### config.mk
export PLATFORM = sky130hd
export DESIGN_NAME = led_mode_ctrl
export DESIGN_NICKNAME = d
export VERILOG_FILES = /design/src/rtl/led_mode_ctrl.sv
export SDC_FILE = /design/constraint.sdc
export NUM_CORES = 1
export LEC_CHECK = 0
export ABC_AREA = 1
export BUFFER_PORTS_ARGS = -buffer_cell sky130_fd_sc_hd__buf_2
export CAP_MARGIN = 30
export CORE_MARGIN = 4
export CORE_UTILIZATION = 55
export DETAILED_ROUTE_END_ITERATION = 10
export HOLD_SLACK_MARGIN = 0.15
export PLACE_DENSITY_LB_ADDON = 0.15
export SYNTH_ARGS = -nofsm -noshare
export SYNTH_HDL_FRONTEND = slang
export SYNTH_SLANG_ARGS = --single-unit
export TNS_END_PERCENT = 30
### constraint.sdc
create_clock -name sysclk -period 2.6 [get_ports sysclk]
set_clock_uncertainty 0.1 [all_clocks]
set_input_delay 0.13 -clock sysclk [delete_from_list [all_inputs] [get_ports sysclk]]
set_output_delay 0.13 -clock sysclk [all_outputs]
set_load 0.01 [all_outputs]
### src/rtl/led_mode_ctrl.sv
`timescale 1ns/1ps
`default_nettype none
// ============================================================================
// led_mode_ctrl : short/long push-button classifier driving a 4-mode LED
//                 sequencer (OFF / ON / SLOW blink / FAST blink).
// Revision 1.0
// ============================================================================
module led_mode_ctrl #(
    parameter int               CNT_W     = 32,
    parameter logic [CNT_W-1:0] LONG_CNT  = CNT_W'(25000000),
    parameter logic [CNT_W-1:0] SLOW_HALF = CNT_W'(12500000),
    parameter logic [CNT_W-1:0] FAST_HALF = CNT_W'(2500000)
) (
    input  logic       sysclk,
    input  logic       rst_n,
    input  logic       btn_i,
    output logic       led_o,
    output logic [1:0] mode_o,
    output logic       short_evt_o,
    output logic       long_evt_o
);

    typedef enum logic [1:0] {
        ST_IDLE    = 2'd0,
        ST_PRESSED = 2'd1,
        ST_HELD    = 2'd2
    } press_state_t;

    localparam logic [1:0] MODE_OFF  = 2'd0;
    localparam logic [1:0] MODE_ON   = 2'd1;
    localparam logic [1:0] MODE_SLOW = 2'd2;

    localparam logic [CNT_W-1:0] HOLD_LAST = LONG_CNT  - CNT_W'(1);
    localparam logic [CNT_W-1:0] SLOW_LAST = SLOW_HALF - CNT_W'(1);
    localparam logic [CNT_W-1:0] FAST_LAST = FAST_HALF - CNT_W'(1);

    press_state_t     state, state_nxt;
    logic [CNT_W-1:0] hold_cnt, hold_nxt;
    logic [CNT_W-1:0] blink_cnt, blink_cnt_nxt;
    logic [CNT_W-1:0] half_last;
    logic [1:0]       mode, mode_nxt;
    logic             btn_d;
    logic             blink_q, blink_q_nxt;
    logic             press_start;
    logic             short_nxt, long_nxt;
    logic             led_nxt;
    logic             mode_chg;

    // btn_d resets low so a button held through reset never looks like a new press
    assign press_start = btn_d & ~btn_i;

    always_ff @(posedge sysclk or negedge rst_n) begin
        if (!rst_n) begin
            state       <= ST_IDLE;
            hold_cnt    <= '0;
            btn_d       <= 1'b0;
            short_evt_o <= 1'b0;
            long_evt_o  <= 1'b0;
            mode        <= MODE_OFF;
            blink_cnt   <= '0;
            blink_q     <= 1'b0;
            led_o       <= 1'b0;
        end else begin
            state       <= state_nxt;
            hold_cnt    <= hold_nxt;
            btn_d       <= btn_i;
            short_evt_o <= short_nxt;
            long_evt_o  <= long_nxt;
            mode        <= mode_nxt;
            blink_cnt   <= blink_cnt_nxt;
            blink_q     <= blink_q_nxt;
            led_o       <= led_nxt;
        end
    end

    always_comb begin
        state_nxt = state;
        hold_nxt  = hold_cnt;
        short_nxt = 1'b0;
        long_nxt  = 1'b0;
        case (state)
            ST_IDLE: begin
                if (press_start) begin
                    state_nxt = ST_PRESSED;
                    hold_nxt  = CNT_W'(1);
                end
            end
            ST_PRESSED: begin
                if (btn_i) begin
                    state_nxt = ST_IDLE;
                    short_nxt = 1'b1;
                end else if (hold_cnt == HOLD_LAST) begin
                    state_nxt = ST_HELD;
                    long_nxt  = 1'b1;
                end else begin
                    hold_nxt = hold_cnt + CNT_W'(1);
                end
            end
            ST_HELD: begin
                // the long event already fired; release just re-arms
                if (btn_i) begin
                    state_nxt = ST_IDLE;
                end
            end
            default: begin
                state_nxt = ST_IDLE;
            end
        endcase
    end

    // Mode and blink phase move on the same edge that raises the event pulse
    assign mode_chg  = short_nxt | long_nxt;
    assign half_last = (mode == MODE_SLOW) ? SLOW_LAST : FAST_LAST;

    always_comb begin
        mode_nxt = mode;
        if (long_nxt) begin
            mode_nxt = MODE_OFF;
        end else if (short_nxt) begin
            mode_nxt = mode + 2'd1;
        end
    end

    always_comb begin
        blink_cnt_nxt = blink_cnt;
        blink_q_nxt   = blink_q;
        if (mode_chg) begin
            blink_cnt_nxt = '0;
            blink_q_nxt   = 1'b1;
        end else if (mode[1]) begin
            if (blink_cnt == half_last) begin
                blink_cnt_nxt = '0;
                blink_q_nxt   = ~blink_q;
            end else begin
                blink_cnt_nxt = blink_cnt + CNT_W'(1);
            end
        end else begin
            blink_cnt_nxt = '0;
        end
    end

    always_comb begin
        led_nxt = blink_q;
        case (mode)
            MODE_OFF: led_nxt = 1'b0;
            MODE_ON:  led_nxt = 1'b1;
            default:  led_nxt = blink_q;
        endcase
    end

    assign mode_o = mode;

    a_one_event: assert property (@(posedge sysclk) disable iff (!rst_n)
        !(short_evt_o && long_evt_o));
    a_hold_bound: assert property (@(posedge sysclk) disable iff (!rst_n)
        hold_cnt <= HOLD_LAST);

endmodule
`default_nettype wire

* After elaboration in Yosys (flattened, before gate mapping)
Cells that the tools add are included.
** Word-level totals
- Bits in registers :: 73
- Input port bits :: 3
- Output and inout bits :: 5
- Word-level logic and storage cells :: 60
** Cells by class
- Add/sub/neg operators :: 3
- Equal/unequal tests :: 11
- Mux-type cells :: 24
- Bitwise gates (word level) :: 4
- Reduce and logical (&&, ||, !) cells :: 9
** Operators with widths (count)
- $mux 32 :: 6
- $add 32x1->32 const B :: 2
- $pmux 32 s2 :: 1
- $eq 32x24->1 :: 1
- $eq 32x25->1 const B :: 1
- $mux 24 :: 1
- $mux 2 :: 6
- $mux 1 :: 8
- $ne 2x2->1 const B :: 4
- $reduce_bool 2->1 :: 4
- $pmux 2 s3 :: 1
- $eq 2x1->1 const B :: 2
- $eq 2x2->1 const B :: 2
- $logic_not 2->1 :: 2
- $reduce_and 4->1 :: 1
- $ne 3x3->1 const B :: 1
- $reduce_and 3->1 :: 1
- $add 2x1->2 const B :: 1
- $not 1->1 :: 2
- $pmux 1 s2 :: 1
- $reduce_and 2->1 :: 1
- $and 1x1->1 :: 1
- $or 1x1->1 :: 1

* Depth between registers and ports, before layout
- Depth in word-level cells :: 7
- Mapped depth :: 12
- Gate-level depth less buffers :: 11

* Worst setup path after synthesis
Ideal clock, no wire load.
- Path type :: flip-flop to flip-flop
- Start point :: register mode[0], in the netlist mode_o[0]
- End point :: register blink_cnt[10]
- Setup time :: 0.125 ns
- Arrival time :: 1.628 ns
- Required time :: 2.375 ns
- Setup slack :: 0.748 ns
- Cell stages (with the launch flop) :: 11
- Buffers on the path :: 2
- Period minus slack after synthesis :: 1.852 ns
- Path through :: dfrtp_1 inv_1 ha_1 buf_2 xor2_1 nand2_1 nor2_1 nand2_1 nor2_1 buf_2 nor3_1
** Between the ends
- Cells in the longest elaborated chain, start to end :: 6
** Ends and longest elaborated chain
- from (decl) :: line 41 : logic [1:0] mode, mode_nxt;
- from (signal assigned) :: line 69 : mode <= mode_nxt;
- $eq 2x2->1 :: line 113 : assign half_last = (mode == MODE_SLOW) ? SLOW_LAST : FAST_LAST;
- $mux 24 :: line 113
- $eq 32x24->1 :: line 131 : if (blink_cnt == half_last) begin
- $mux 32 :: line 131
- $mux 32 :: line 130 : end else if (mode[1]) begin
- $mux 32 :: line 127 : if (mode_chg) begin
- net blink_cnt_nxt[10] :: line 39 : logic [CNT_W-1:0] blink_cnt, blink_cnt_nxt;
- to (signal assigned) :: line 70 : blink_cnt <= blink_cnt_nxt;
- to (decl) :: line 39
The timed path passes the listed nets, and every way through them passes these cells.
A chain may end at the register's enable or synchronous reset.

* Final worst setup path
- Start point :: register hold_cnt[0]
- End point :: register hold_cnt[23]
** Between the ends
- Cells in the longest elaborated chain, start to end :: 4
- Elaborated cells between the ends (all ways) :: 7
- Those cells by class :: 1 x add/sub; 2 x eq/ne; 3 x mux; 1 x reduce/logical
** Ends and longest elaborated chain
- from (decl) :: line 38 : logic [CNT_W-1:0] hold_cnt, hold_nxt;
- from (signal assigned) :: line 65 : hold_cnt <= hold_nxt;
- $add 32x1->32 :: line 96 : hold_nxt = hold_cnt + CNT_W'(1);
- $mux 32 :: line 92 : end else if (hold_cnt == HOLD_LAST) begin
- $mux 32 :: line 89 : if (btn_i) begin
- $pmux 32 s2 :: line 81 : case (state)
Several ways; a longest one is shown, not always the timed one. The select of a mux whose other input is x is not followed.

==> flow_summary.toml <==
[placement]
io_buffers = 7
detailed_place.area_mm2 = 0.00505
gpl.final_weighted_congestion = 0.933
dp_hpwl_um = 8980

[clock_tree]
cts_tree = "done"
maximum_level_of_the_cts_h_tree = 3
postCtsHoldBufs = 2
total_cts_buffers = 9
clk_root_buffer_cell = "sky130_fd_sc_hd__clkbuf_8"
post_cts_repair_timing_setup_buffer_count = 0
cts.sinks = 73
clk_transition_reported_paths_ps = 80
clk-insertion-delay-late_ps = 360
cts.repair.resized = 0
cts-root-to-sink-buffers = 2

[timing]
period_share = 0.859
fin_tns_setup_ps = 0
timing_worst_slew_pin_value_ps = 908
grt_setup_unrepaired = "false"
number_of_setup_violations_in_the_final_report = 0
relative_slew_slack = 0.395
report.final.slew_viol_count = 0
finalWorstPathRequiredPeriod_ps = 2230
fmaxAchievable_mhz = 448
final-hold-violation-count = 0

[worst_setup_path]
worstSetupPathType = "flip-flop to flip-flop"
crit_fanout = 43
data_required_time_at_the_worst_endpoint_ps = 2780
setup.worst_path.end_class = "flip-flop"
setup.worst_path.start_class = "flip-flop"
worstPathArrival_ps = 2410

[floorplanning]
effective_utilization_at_floorplan = 0.566
io_pins = 8
floorplan.die.height_um = 103
dieArea_mm2 = 0.0106
core_area_mm2 = 0.00876
die_width_um = 103
std_cell_rows = 34

[drt]
wire_per_inst_um = 13.6
drc_errors = 0
detailedRoute.firstIterationViolations = 151
detail_route.vias_per_cell = 5.27
wirelength_um = 12000
drt_pass1_iterations = 5
number_of_vias_after_detailed_routing = 4645
postRouteAntennaNets = 0

[power]
cellInternalPower_w = 0.00198
p_switching_w = 0.000848
totalPowerFinal_w = 0.00283
peakVddDrop_mv = 0.383
power.combinational.fraction = 0.162
pwr_density_cell_mw_per_mm2 = 532
power.share.switching = 0.300
power.clock.fraction = 0.399
power.leakage_nw = 2.31
share_seq_of_total_power = 0.440

[final_layout]
fin_nets = 774
area_delta_synth_final_pct = 7.34
post_route_cells_drive_above_1_share = 0.0776
final_design_area_no_fill_mm2 = 0.00533
antennaDiodeCount = 0
layout.core_utilization = 0.608

[grt]
grt_first_pass_wirelength_um = 20900
via_count_of_the_first_global_routing_pass = 4541
antenna_found_initial = 0
grtUsageTotal = 0.250
grt_overflow = 0
grt_max_degree = 74

[logic_synthesis]
mappedNetlistNets = 765
synth.avg_cell_area_um2 = 6.54
postSynthRegisterBits = 73
synth_cell_type_count = 31
yosysWarnings = 0
synthesis.instances = 759
yosysSeqAreaShare = 0.368
syn-cell-area_mm2 = 0.00496

[min_path]
hold_path.class = "primary input to async pin"

[status]
status = "completed"

[run]
max_cap_viol_count = 0
-- cell type report --
type / instances / area, um^2
multi-input cells: 591 / 2720
fillers: 849 / 3440
flip-flops and latches: 73 / 1830
clock buffers: 10 / 138
clock inverters: 6 / 115
well taps: 108 / 135
repair buffers: 15 / 103
inverters: 78 / 293
-- registers in the layout (all words and copies together) (netlist names), 2 cells and up --
name / flops
mode_o: 2
state: 2
hold_cnt: 32
blink_cnt: 32
-- worst max-delay path: stages, from the launching register on --
cell and delay [ps]:
sky130_fd_sc_hd__dfrtp_1 450, sky130_fd_sc_hd__ha_1 340, sky130_fd_sc_hd__inv_2 70, sky130_fd_sc_hd__nor2_4 190, sky130_fd_sc_hd__nand2_2 90, sky130_fd_sc_hd__nor2_4 140, sky130_fd_sc_hd__nand3_2 120, sky130_fd_sc_hd__nand2_4 400
sky130_fd_sc_hd__nand2_1 140, sky130_fd_sc_hd__o21ai_2 80
-- per-layer routing --
metal / GRT usage / vias up / part of all wire
met5: 0 / - / 0
met4: 0.109 / 0 / 0.042
met3: 0.0507 / 40 / 0.041
met2: 0.431 / 107 / 0.49
met1: 0.303 / 2100 / 0.43
li1: - / 2398 / -
-- kinds of logic (layout without fill, tap and decap cells) --
family          after synthesis  after routing  share of synthesized area
buf+inv                      95            109                     0.0844
fa+ha+maj                     3              3                    0.00756
compound gates               29             29                     0.0406
flops                        73             73                      0.368
xor+xnor                     26             26                     0.0459
simple gates                533            533                      0.453
-- per-stage QoR --
| step | setup WS (ps) | cells | hold slack [ps] |
|---|---|---|---|
| floorplan | 748 | 759 | -266 |
| global placement | 478 | 863 | 190 |
| detailed placement | 393 | 863 | 195 |
| CTS | 360 | 881 | 364 |
| global route | 180 | 881 | 387 |
| finish | 367 | 881 | 342 |
-- final timing paths --
path	startpoint	to	slack [ps]	cells after the start
min reg2reg	blink_q$_DFFE_PN0P_	blink_q$_DFFE_PN0P_	410	2
min	rst_n	blink_cnt[13]$_DFF_PN0_	340	2
min in group sysclk	btn_i	btn_d$_DFF_PN0_	380	2
max reg2reg	hold_cnt[0]$_DFFE_PN0P_	hold_cnt[23]$_DFFE_PN0P_	370	9
max in group asynchronous	rst_n	blink_cnt[26]$_DFF_PN0_	1470	2
max	hold_cnt[0]$_DFFE_PN0P_	hold_cnt[23]$_DFFE_PN0P_	370	9
-- cells in the final DEF (no fill, tap or decap), drive strengths merged --
cell | netlist | routed
nand2 | 256 | 256
nor2 | 148 | 148
nand3 | 91 | 91
inv | 77 | 77
dfrtp | 73 | 73
o21ai | 26 | 26
nor3 | 24 | 24
xor2 | 20 | 20
buf | 13 | 13
nand4 | 10 | 10
clkbuf | 4 | 10
xnor2 | 6 | 6
ha | 3 | 3
bufinv | 0 | 3
clkinv | 1 | 3
nand3b | 2 | 2
dlygate4sd3 | 0 | 2
a21o | 1 | 1
o21bai | 1 | 1
or2 | 1 | 1
o21a | 1 | 1
nor3b | 1 | 1
clkinvlp | 0 | 1
-- power groups by stage --
stage	Clock [W]	Sequential [W]	Combinational [W]
after floorplan	0	0.00128	0.000332
after global placement	0	0.00126	0.000456
after detailed placement	0	0.00127	0.000460
after CTS	0.00116	0.00125	0.000464
after global routing	0.00120	0.00126	0.000514
final	0.00113	0.00125	0.000458
-- cell usage after synthesis (all sizes together) --
master,count,share of area
nand3b,2,0.0030
nand2,256,0.20
o21a,1,0.0015
clkbuf,4,0.0030
dfrtp,73,0.37
xor2,20,0.035
nor3,24,0.024
nor2,148,0.12
o21bai,1,0.0015
ha,3,0.0076
nand4,10,0.013
nand3,91,0.094
a21o,1,0.0015
nor3b,1,0.0015
clkinv,1,0.00076
o21ai,26,0.036
inv,77,0.058
buf,13,0.022
or2,1,0.0013
xnor2,6,0.011
Power figures use the tool's default switching activity.
